**src/rtl/mem_master_pkg.sv**
```systemverilog
// -----------------------------------------------------------------------------
// mem_master_pkg
//   Definitions shared by the mem_master block and its protection sub-module:
//   the request opcode encoding, the FSM state type and two small helpers
//   that decode an opcode into its "is a write" and "is a word" properties.
// -----------------------------------------------------------------------------
package mem_master_pkg;

    // Request opcodes. Bit 1 selects write, bit 0 selects a 16-bit word.
    typedef enum logic [1:0] {
        OP_RD_BYTE = 2'b00,
        OP_RD_WORD = 2'b01,
        OP_WR_BYTE = 2'b10,
        OP_WR_WORD = 2'b11
    } op_e;

    // Controller states: wait for a command, first byte access, second byte
    // access (word ops only), one-cycle response.
    typedef enum logic [1:0] {
        IDLE = 2'b00,
        ACC0 = 2'b01,
        ACC1 = 2'b10,
        RESP = 2'b11
    } state_e;

    function automatic logic op_is_write(input op_e op);
        return op[1];
    endfunction

    function automatic logic op_is_word(input op_e op);
        return op[0];
    endfunction

endpackage

```
**src/rtl/mem_master_prot.sv**
```systemverilog
// -----------------------------------------------------------------------------
// mem_master_prot
//   Write-protection check for mem_master. A write is refused when any byte
//   it would touch lies below PROT_TOP. For word writes the second byte is at
//   addr+1 with 16-bit wrap, so a word write at 0xFFFF touches 0x0000.
//   Instantiated by mem_master only when MEM_MASTER_PROT_EN is defined.
//
// Parameters
//   PROT_TOP  first writable byte address
// Ports
//   op      in   command opcode (reads are never refused)
//   addr    in   command byte address
//   refuse  out  1 = this command is a write that must not reach memory
// -----------------------------------------------------------------------------
module mem_master_prot
    import mem_master_pkg::*;
#(
    parameter logic [15:0] PROT_TOP = 16'h0200
) (
    input  op_e         op,
    input  logic [15:0] addr,
    output logic        refuse
);

    logic [15:0] addr_next;
    logic        low_first;
    logic        low_second;

    // NOTE: every signal assigned in an always_comb gets a value on every
    // path (here unconditionally) so no latch can be inferred.
    always_comb begin
        addr_next  = addr + 16'd1;
        low_first  = (addr < PROT_TOP);
        low_second = op_is_word(op) && (addr_next < PROT_TOP);
        refuse     = op_is_write(op) && (low_first || low_second);
    end

endmodule

```
**src/rtl/mem_master.sv**
```systemverilog
// -----------------------------------------------------------------------------
// mem_master
//   Byte-wide memory controller that turns byte/word read/write commands into
//   one or two single-byte memory accesses. Words are big-endian: the byte at
//   addr carries bits [15:8], the byte at addr+1 (16-bit wrap) bits [7:0].
//
//   Timing (E0 = accepting edge):
//     byte op : ACC0 -> RESP, rsp_valid high in the cycle ending at E0+2
//     word op : ACC0 -> ACC1 -> RESP, rsp_valid high in the cycle ending at E0+3
//   All mem_* and rsp_* outputs come straight from flops. req_ready is the
//   only combinational output: IDLE and not in reset.
//
//   Build option: define MEM_MASTER_PROT_EN to refuse writes touching any
//   address below PROT_TOP (no mem_we, same latency, rsp_err=1). Without it
//   every write is performed and rsp_err stays 0.
//
// Parameters
//   PROT_TOP   first writable address when protection is compiled in
// Ports
//   clk        in   single clock, rising edge
//   rst        in   asynchronous active-high reset
//   req_valid  in   requester has a command
//   req_ready  out  block can accept a command
//   req_op     in   00 rd byte, 01 rd word, 10 wr byte, 11 wr word
//   req_addr   in   byte address
//   req_wdata  in   write data (byte writes use [7:0])
//   rsp_valid  out  one-cycle completion pulse
//   rsp_rdata  out  read result, byte reads zero-extended; held over writes
//   rsp_err    out  write refused, valid with rsp_valid
//   mem_addr   out  memory address
//   mem_din    out  memory write data
//   mem_we     out  memory write enable
//   mem_dout   in   combinational memory read data at mem_addr
// -----------------------------------------------------------------------------
module mem_master
    import mem_master_pkg::*;
#(
    parameter logic [15:0] PROT_TOP = 16'h0200
) (
    input  logic        clk,
    input  logic        rst,
    input  logic        req_valid,
    output logic        req_ready,
    input  logic [1:0]  req_op,
    input  logic [15:0] req_addr,
    input  logic [15:0] req_wdata,
    output logic        rsp_valid,
    output logic [15:0] rsp_rdata,
    output logic        rsp_err,
    output logic [15:0] mem_addr,
    output logic [7:0]  mem_din,
    output logic        mem_we,
    input  logic [7:0]  mem_dout
);

    // Controller state and latched command
    state_e      state_q,     state_d;
    op_e         op_q,        op_d;
    logic [15:0] addr_q,      addr_d;
    logic [15:0] wdata_q,     wdata_d;
    logic        refuse_q,    refuse_d;
    // High byte of a word read, parked until the low byte arrives so that
    // rsp_rdata changes only when the read completes.
    logic [7:0]  rd_hi_q,     rd_hi_d;

    // Registered outputs
    logic [15:0] mem_addr_q,  mem_addr_d;
    logic [7:0]  mem_din_q,   mem_din_d;
    logic        mem_we_q,    mem_we_d;
    logic        rsp_valid_q, rsp_valid_d;
    logic [15:0] rsp_rdata_q, rsp_rdata_d;
    logic        rsp_err_q,   rsp_err_d;

    op_e         req_op_e;
    logic        accept;
    logic        refuse_now;

    assign req_op_e  = op_e'(req_op);
    assign req_ready = (state_q == IDLE) && !rst;
    assign accept    = req_valid && req_ready;

`ifdef MEM_MASTER_PROT_EN
    mem_master_prot #(
        .PROT_TOP (PROT_TOP)
    ) u_prot (
        .op     (req_op_e),
        .addr   (req_addr),
        .refuse (refuse_now)
    );
`else
    // Without protection the limit has no effect; fold it into a sink so the
    // parameter stays part of the interface in every build.
    logic unused_prot_top;
    assign unused_prot_top = ^PROT_TOP;
    assign refuse_now      = 1'b0;
`endif

    // -------------------------------------------------------------------------
    // Next-state and next-output logic
    // -------------------------------------------------------------------------
    always_comb begin
        // NOTE: defaults first -- everything holds except the strobes
        // (mem_we, rsp_valid, rsp_err), which fall back to 0 each cycle. This
        // also keeps the block free of inferred latches.
        state_d     = state_q;
        op_d        = op_q;
        addr_d      = addr_q;
        wdata_d     = wdata_q;
        refuse_d    = refuse_q;
        rd_hi_d     = rd_hi_q;
        mem_addr_d  = mem_addr_q;
        mem_din_d   = mem_din_q;
        mem_we_d    = 1'b0;
        rsp_valid_d = 1'b0;
        rsp_rdata_d = rsp_rdata_q;
        rsp_err_d   = 1'b0;

        case (state_q)
            IDLE: begin
                if (accept) begin
                    op_d       = req_op_e;
                    addr_d     = req_addr;
                    wdata_d    = req_wdata;
                    refuse_d   = refuse_now;
                    // Set up the first access so it is on the pins in ACC0.
                    mem_addr_d = req_addr;
                    mem_we_d   = op_is_write(req_op_e) && !refuse_now;
                    mem_din_d  = op_is_word(req_op_e) ? req_wdata[15:8]
                                                      : req_wdata[7:0];
                    state_d    = ACC0;
                end
            end

            ACC0: begin
                if (op_is_word(op_q)) begin
                    rd_hi_d    = mem_dout;
                    // Second byte; 16-bit add wraps 0xFFFF to 0x0000.
                    mem_addr_d = addr_q + 16'd1;
                    mem_we_d   = (op_q == OP_WR_WORD) && !refuse_q;
                    mem_din_d  = wdata_q[7:0];
                    state_d    = ACC1;
                end else begin
                    if (op_q == OP_RD_BYTE) begin
                        rsp_rdata_d = {8'h00, mem_dout};
                    end
                    rsp_valid_d = 1'b1;
                    rsp_err_d   = refuse_q;
                    state_d     = RESP;
                end
            end

            ACC1: begin
                if (op_q == OP_RD_WORD) begin
                    rsp_rdata_d = {rd_hi_q, mem_dout};
                end
                rsp_valid_d = 1'b1;
                rsp_err_d   = refuse_q;
                state_d     = RESP;
            end

            RESP: begin
                state_d = IDLE;
            end

            default: begin
                state_d = IDLE;
            end
        endcase
    end

    // -------------------------------------------------------------------------
    // State and output registers. Reset aborts any command in flight: the
    // write strobe and response pulse drop immediately and nothing resumes.
    // -------------------------------------------------------------------------
    // NOTE: sequential state uses non-blocking assignments only, so every flop
    // samples the values from before the edge regardless of statement order.
    always_ff @(posedge clk or posedge rst) begin
        if (rst) begin
            state_q     <= IDLE;
            op_q        <= OP_RD_BYTE;
            addr_q      <= 16'h0000;
            wdata_q     <= 16'h0000;
            refuse_q    <= 1'b0;
            rd_hi_q     <= 8'h00;
            mem_addr_q  <= 16'h0000;
            mem_din_q   <= 8'h00;
            mem_we_q    <= 1'b0;
            rsp_valid_q <= 1'b0;
            rsp_rdata_q <= 16'h0000;
            rsp_err_q   <= 1'b0;
        end else begin
            state_q     <= state_d;
            op_q        <= op_d;
            addr_q      <= addr_d;
            wdata_q     <= wdata_d;
            refuse_q    <= refuse_d;
            rd_hi_q     <= rd_hi_d;
            mem_addr_q  <= mem_addr_d;
            mem_din_q   <= mem_din_d;
            mem_we_q    <= mem_we_d;
            rsp_valid_q <= rsp_valid_d;
            rsp_rdata_q <= rsp_rdata_d;
            rsp_err_q   <= rsp_err_d;
        end
    end

    assign mem_addr  = mem_addr_q;
    assign mem_din   = mem_din_q;
    assign mem_we    = mem_we_q;
    assign rsp_valid = rsp_valid_q;
    assign rsp_rdata = rsp_rdata_q;
    assign rsp_err   = rsp_err_q;

endmodule
```
**config.mk**
```make
export PLATFORM = sky130hd
export DESIGN_NAME = mem_master
export DESIGN_NICKNAME = d
export VERILOG_FILES = /design/src/rtl/mem_master_pkg.sv /design/src/rtl/mem_master_prot.sv /design/src/rtl/mem_master.sv
export SDC_FILE = /design/constraint.sdc
export NUM_CORES = 1
export LEC_CHECK = 0
export ABC_AREA = 1
export BUFFER_PORTS_ARGS = -buffer_cell sky130_fd_sc_hd__buf_2
export CAP_MARGIN = 10
export CORE_MARGIN = 4
export CORE_UTILIZATION = 50
export CTS_CLUSTER_DIAMETER = 50
export DETAILED_ROUTE_END_ITERATION = 16
export PLACE_DENSITY = 0.78
export SLEW_MARGIN = 10
export SYNTH_ARGS = -nofsm -noshare
export SYNTH_HDL_FRONTEND = slang
export SYNTH_HIERARCHICAL = 1
export SYNTH_SLANG_ARGS = --single-unit
```
**constraint.sdc**
```tcl
create_clock -name clk -period 5.3 [get_ports clk]
set_input_delay 0.265 -clock clk [delete_from_list [all_inputs] [get_ports clk]]
set_output_delay 0.265 -clock clk [all_outputs]
set_load 0.02 [all_outputs]
```
After elaboration in Yosys (flattened, before gate mapping)
Cells that the tools add are included.

Equal/unequal tests: 10. Add/sub/neg operators: 1. Muxes and demuxes: 19. Reductions and logical operators: 11.

Operators with widths (count): $mux W16 (5); $pmux W16 S2 (2); $mux W8 (3); $add A16 B1 Y16 const B (1); $pmux W8 S2 (1); $ne A2 B2 Y1 const B (5); $pmux W2 S4 (1); $eq A2 B2 Y1 const B (3); $eq A2 B1 Y1 const B (2); $logic_not A2 Y1 (2); $mux W1 (4); $pmux W1 S2 (2); $reduce_and A2 Y1 (2); $reduce_and A4 Y1 (1); $reduce_bool A2 Y1 (2); $reduce_and A3 Y1 (1); $logic_and A1 B1 Y1 (2); $mux W2 (1); $logic_not A1 Y1 (1).

Output and inout port bits: 44. Bits of input ports: 45. Register bits after elaboration: 78. Word-level logic and storage cells: 51.

Depth between registers and ports, before layout
Word-level depth: 5. Gate-level depth with buffers: 11. Gate-level depth less buffers: 9.

Least setup slack after synthesis
No wires, ideal clock.

Kind: in2reg. From: input port rst. To: register mem_addr_q[5] (netlist: mem_addr[5]). Setup slack: 2540 ps. Required time: 5235 ps. Stages on the path: 8. Buffers on the path: 1. Setup time: 65 ps. Arrival: 2695 ps. Cells stage by stage: inv_1 -> a21oi_2 -> inv_1 -> nand2_2 -> buf_2 -> a21oi_1 -> o21ai_1 -> nand2_1.

Cells in the longest elaborated chain, start to end: 5.

RTL lines: start: declaration (line mem_master.sv:41) `input logic rst,`; $logic_not A1 Y1 (no line); $logic_and A1 B1 Y1 (line mem_master.sv:79) `assign req_ready = (state_q == IDLE) && !rst;`; $logic_and A1 B1 Y1 (line mem_master.sv:80) `assign accept = req_valid && req_ready;`; $ne A2 B2 Y1 (no line); $reduce_and A3 Y1 (no line); end signal: assignment (line mem_master.sv:198) `mem_addr_q <= mem_addr_d;`; end: declaration (line mem_master.sv:67) `logic [15:0] mem_addr_q, mem_addr_d;`.

No other way between the ends. A chain may end at the register's enable or synchronous reset.

Worst setup path after layout
From: register state_q[1]. To: register mem_addr_q[4] (netlist: mem_addr[4]).

Cells in the longest elaborated chain, start to end: 5. Elaborated cells on any way between the ends: 9. Classes of those cells: eq/ne: 3; mux: 1; reduce/logical: 5.

RTL lines: start: declaration (line mem_master.sv:57) `state_e state_q, state_d;`; start signal: assignment (line mem_master.sv:192) `state_q <= state_d;`; $logic_not A2 Y1 (line mem_master.sv:79, mem_master.sv:118); $logic_and A1 B1 Y1 (line mem_master.sv:79); $logic_and A1 B1 Y1 (line mem_master.sv:80); $ne A2 B2 Y1 (no line); $reduce_and A3 Y1 (no line).

Several ways; a longest one is shown, not always the timed one.

==> flow_summary.json <==
{
  "synth_ff_type": "dfrtp_1",
  "grt_max_degree": 80,
  "synth_edf_count": 0,
  "syn_area_um2": 3740,
  "clockPowerShare_pct": 14.6,
  "antenna_cells": 0,
  "vias": 3202,
  "clk_pin_slew_ns": 0.08,
  "portBuffers": 87,
  "fin_crit_ns": 2.76,
  "crit_chain": "inv_1, ha_1, inv_4, nor2_4, nor2_2, nand2_2, inv_2, nor2_1, a21oi_1",
  "hold_viol": 0,
  "synthArstFlopShare_pct": 100,
  "rows": 31,
  "maxSlewHeadroom_pct": 35.2,
  "synth_most_common_cell": "nand2_1",
  "finalCritPeriodShare_pct": 52.1,
  "power.internal_mw": 1.47,
  "power.leakage_nw": 2.30,
  "avgSynthCellArea_um2": 8.23,
  "irDropWorstVdd_mv": 0.255,
  "clk_latency_ns": 0.36,
  "p_sw_share_pct": 45.6,
  "drive_gt1_share_pct": 22.3,
  "cts_buffers": 9,
  "areaGrowthSynthToFinish_pct": 16.9,
  "wl_um": 8370,
  "timing.fmax_mhz": 362,
  "worst_pin_slew_ns": 0.972,
  "max_stage_delay_ns": 0.62,
  "dieArea_um2": 8920,
  "die_w_um": 94.4,
  "via_per_inst": 5.03,
  "critical_path_class": "register to register",
  "setup_viol": 0,
  "slowest_stage": "ha_1",
  "die_h_um": 94.4,
  "pin_count": 89,
  "synth.top_cell.area_share_pct": 52.2,
  "combPwrFrac_pct": 45.8,
  "powerDensity_nw_per_um2": 619,
  "antenna_found_initial": 0,
  "synth_area_leaders": "dfrtp_1, nand2_1, o21ai_0, inv_1, nor2_1",
  "yosys.area.top_type": "dfrtp_1",
  "tns_ns": 0,
  "drv_cap": 0,
  "critPathArrivalTime_ns": 2.99,
  "grt_usage_pct": 19.8,
  "ant_nets": 0,
  "cts_buffer_depth": 2,
  "seq_area_frac_synth_pct": 52.2,
  "synth_fp_nets": 504,
  "dr.pass1.iters": 4,
  "seqPwrFrac_pct": 39.6,
  "cts_setup_buffers": 0,
  "hpwl_um": 5710,
  "synth_common_cells": "nand2_1, dfrtp_1, o21ai_0",
  "skew_ns": 0.00950,
  "drv_slew": 0,
  "hold_class": "primary input to register",
  "ys_types": 30,
  "clock-sinks": 78,
  "fin_nets": 583,
  "fp.coreArea_um2": 7250,
  "cts-root-buf": "clkbuf_8",
  "grt_overflow": 0,
  "rsz0062_at_grt": "false",
  "syn_inst": 454,
  "crit_fanout": 41,
  "placed_cells": 621,
  "drtIter0Drc": 157,
  "cts_tree": "done",
  "endpoint_kind": "register",
  "fill_cells": 672,
  "yosysWarnings": 6,
  "wl_met1_um": 3540,
  "wl_per_cell_um": 13.1,
  "required_ns": 5.53,
  "power_switching_mw": 1.23,
  "hold_ws_ns": 0.135,
  "ctsHoldBuffers": 0,
  "start_util_pct": 51.5,
  "grt_pass1_vias": 3129,
  "ys_ff_latch": 78,
  "final_cell_count_no_fill": 637,
  "routabilityCongestion": 0.804,
  "ctsResizeCount": 0,
  "h-tree-depth": 3,
  "wl_met2_um": 4080,
  "postLayoutCoreUtil_pct": 60.2,
  "routed-wl-met3_um": 531,
  "drc": 0,
  "top_layer": "met4",
  "start_kind": "register",
  "grt_pass1_wl_um": 13800,
  "status": "finished, final reports clean"
}
-- power by group through the flow --
stage,clock (mW),sequential [mW],combinational [mW]
floorplan,0,1.20,0.793
global placement,0,1.07,1.21
detailed placement,0,1.07,1.25
CTS,0.409,1.07,1.26
global route,0.434,1.10,1.41
finish,0.395,1.07,1.24
-- layer usage --
layer / vias up / GRT usage [%]
met3: 18 / 5.02
met5: - / 0
met4: 0 / 9.15
met1: 1485 / 23.7
li1: 1605 / -
met2: 94 / 33.6
-- cells in the final DEF (no fill, tap or decap), drive strengths merged, types with 3 or more instances in the layout --
cell	n
clkbuf	13
o211ai	8
a31oi	3
buf	89
nand2	121
nor2	36
xor2	5
o21ai	62
inv	54
ha	5
dfrtp	78
nand3	22
nand4	4
a21oi	27
-- worst paths after layout --
check / depth (start not counted) / end / start / slack [ns]
worst max-delay path: 9 / mem_addr[4]$_DFFE_PP0P_ / state_q[1]$_DFFE_PP0P_ / 2.54
max in group asynchronous: 3 / state_q[1]$_DFFE_PP0P_ / rst / 4.46
worst min register to register: 2 / mem_addr[10]$_DFFE_PP0P_ / mem_addr[10]$_DFFE_PP0P_ / 0.48
worst min-delay path: 2 / addr_q[1]$_DFFE_PP0P_ / req_addr[1] / 0.13
worst max register to register: 9 / mem_addr[4]$_DFFE_PP0P_ / state_q[1]$_DFFE_PP0P_ / 2.54
min in group asynchronous: 3 / mem_din[6]$_DFFE_PP0P_ / rst / 0.23
-- metrics by stage --
step / power (mW) / setup slack [ns] / instance area (µm²)
2_1_floorplan: 2.00 / 2.54 / 3740
3_3_place_gp: 2.27 / 2.67 / 4200
3_5_place_dp: 2.33 / 2.58 / 4200
4_1_cts: 2.73 / 2.52 / 4370
5_1_grt: 2.95 / 2.31 / 4370
6_report: 2.70 / 2.54 / 4370
-- logic make-up (layout without fill, tap and decap cells) --
| logic type | Yosys count | in the layout | synth area share (%) |
|---|---|---|---|
| adder cells (fa/ha/maj) | 5 | 5 | 1.67 |
| XOR/XNOR | 6 | 6 | 1.41 |
| AND/OR/NAND/NOR | 185 | 185 | 20.6 |
| AO/OA/AOI/OAI | 101 | 101 | 14.7 |
| buffers and inverters | 76 | 160 | 8.64 |
| other | 1 | 1 | 0.100 |
| flip-flops | 78 | 78 | 52.2 |
| multiplexers | 2 | 2 | 0.603 |
-- flip-flops by register name (all words and copies together), names as in the netlist --
register,flops
rsp_valid,1
state_q,2
addr_q,16
wdata_q,8
mem_we,1
op_q,2
mem_addr,16
rsp_rdata,16
mem_din,8
rd_hi_q,8
-- critical path: cells and delay by family, from the launching register on --
| kind | cells | cell delay, ns |
|---|---|---|
| adders and majority gates | 1 | 0.62 |
| AOI/OAI and AO/OA | 1 | 0.07 |
| and+or+nand+nor | 4 | 0.95 |
| DFF | 1 | 0.40 |
| buffers and inverters | 3 | 0.57 |
-- layout make-up --
cell class                 instances  area (µm²)  share of cell area, %
clock buffer                      13         149                   3.41
timing repair buffer              89         450                   10.3
tap                               99         124                   2.84
sequential                        78        1950                   44.7
inverter                          55         210                   4.81
clock inverter                     3        20.0                  0.458
multi-input combinational        300        1460                   33.5
(Power assumes the default switching activity.)
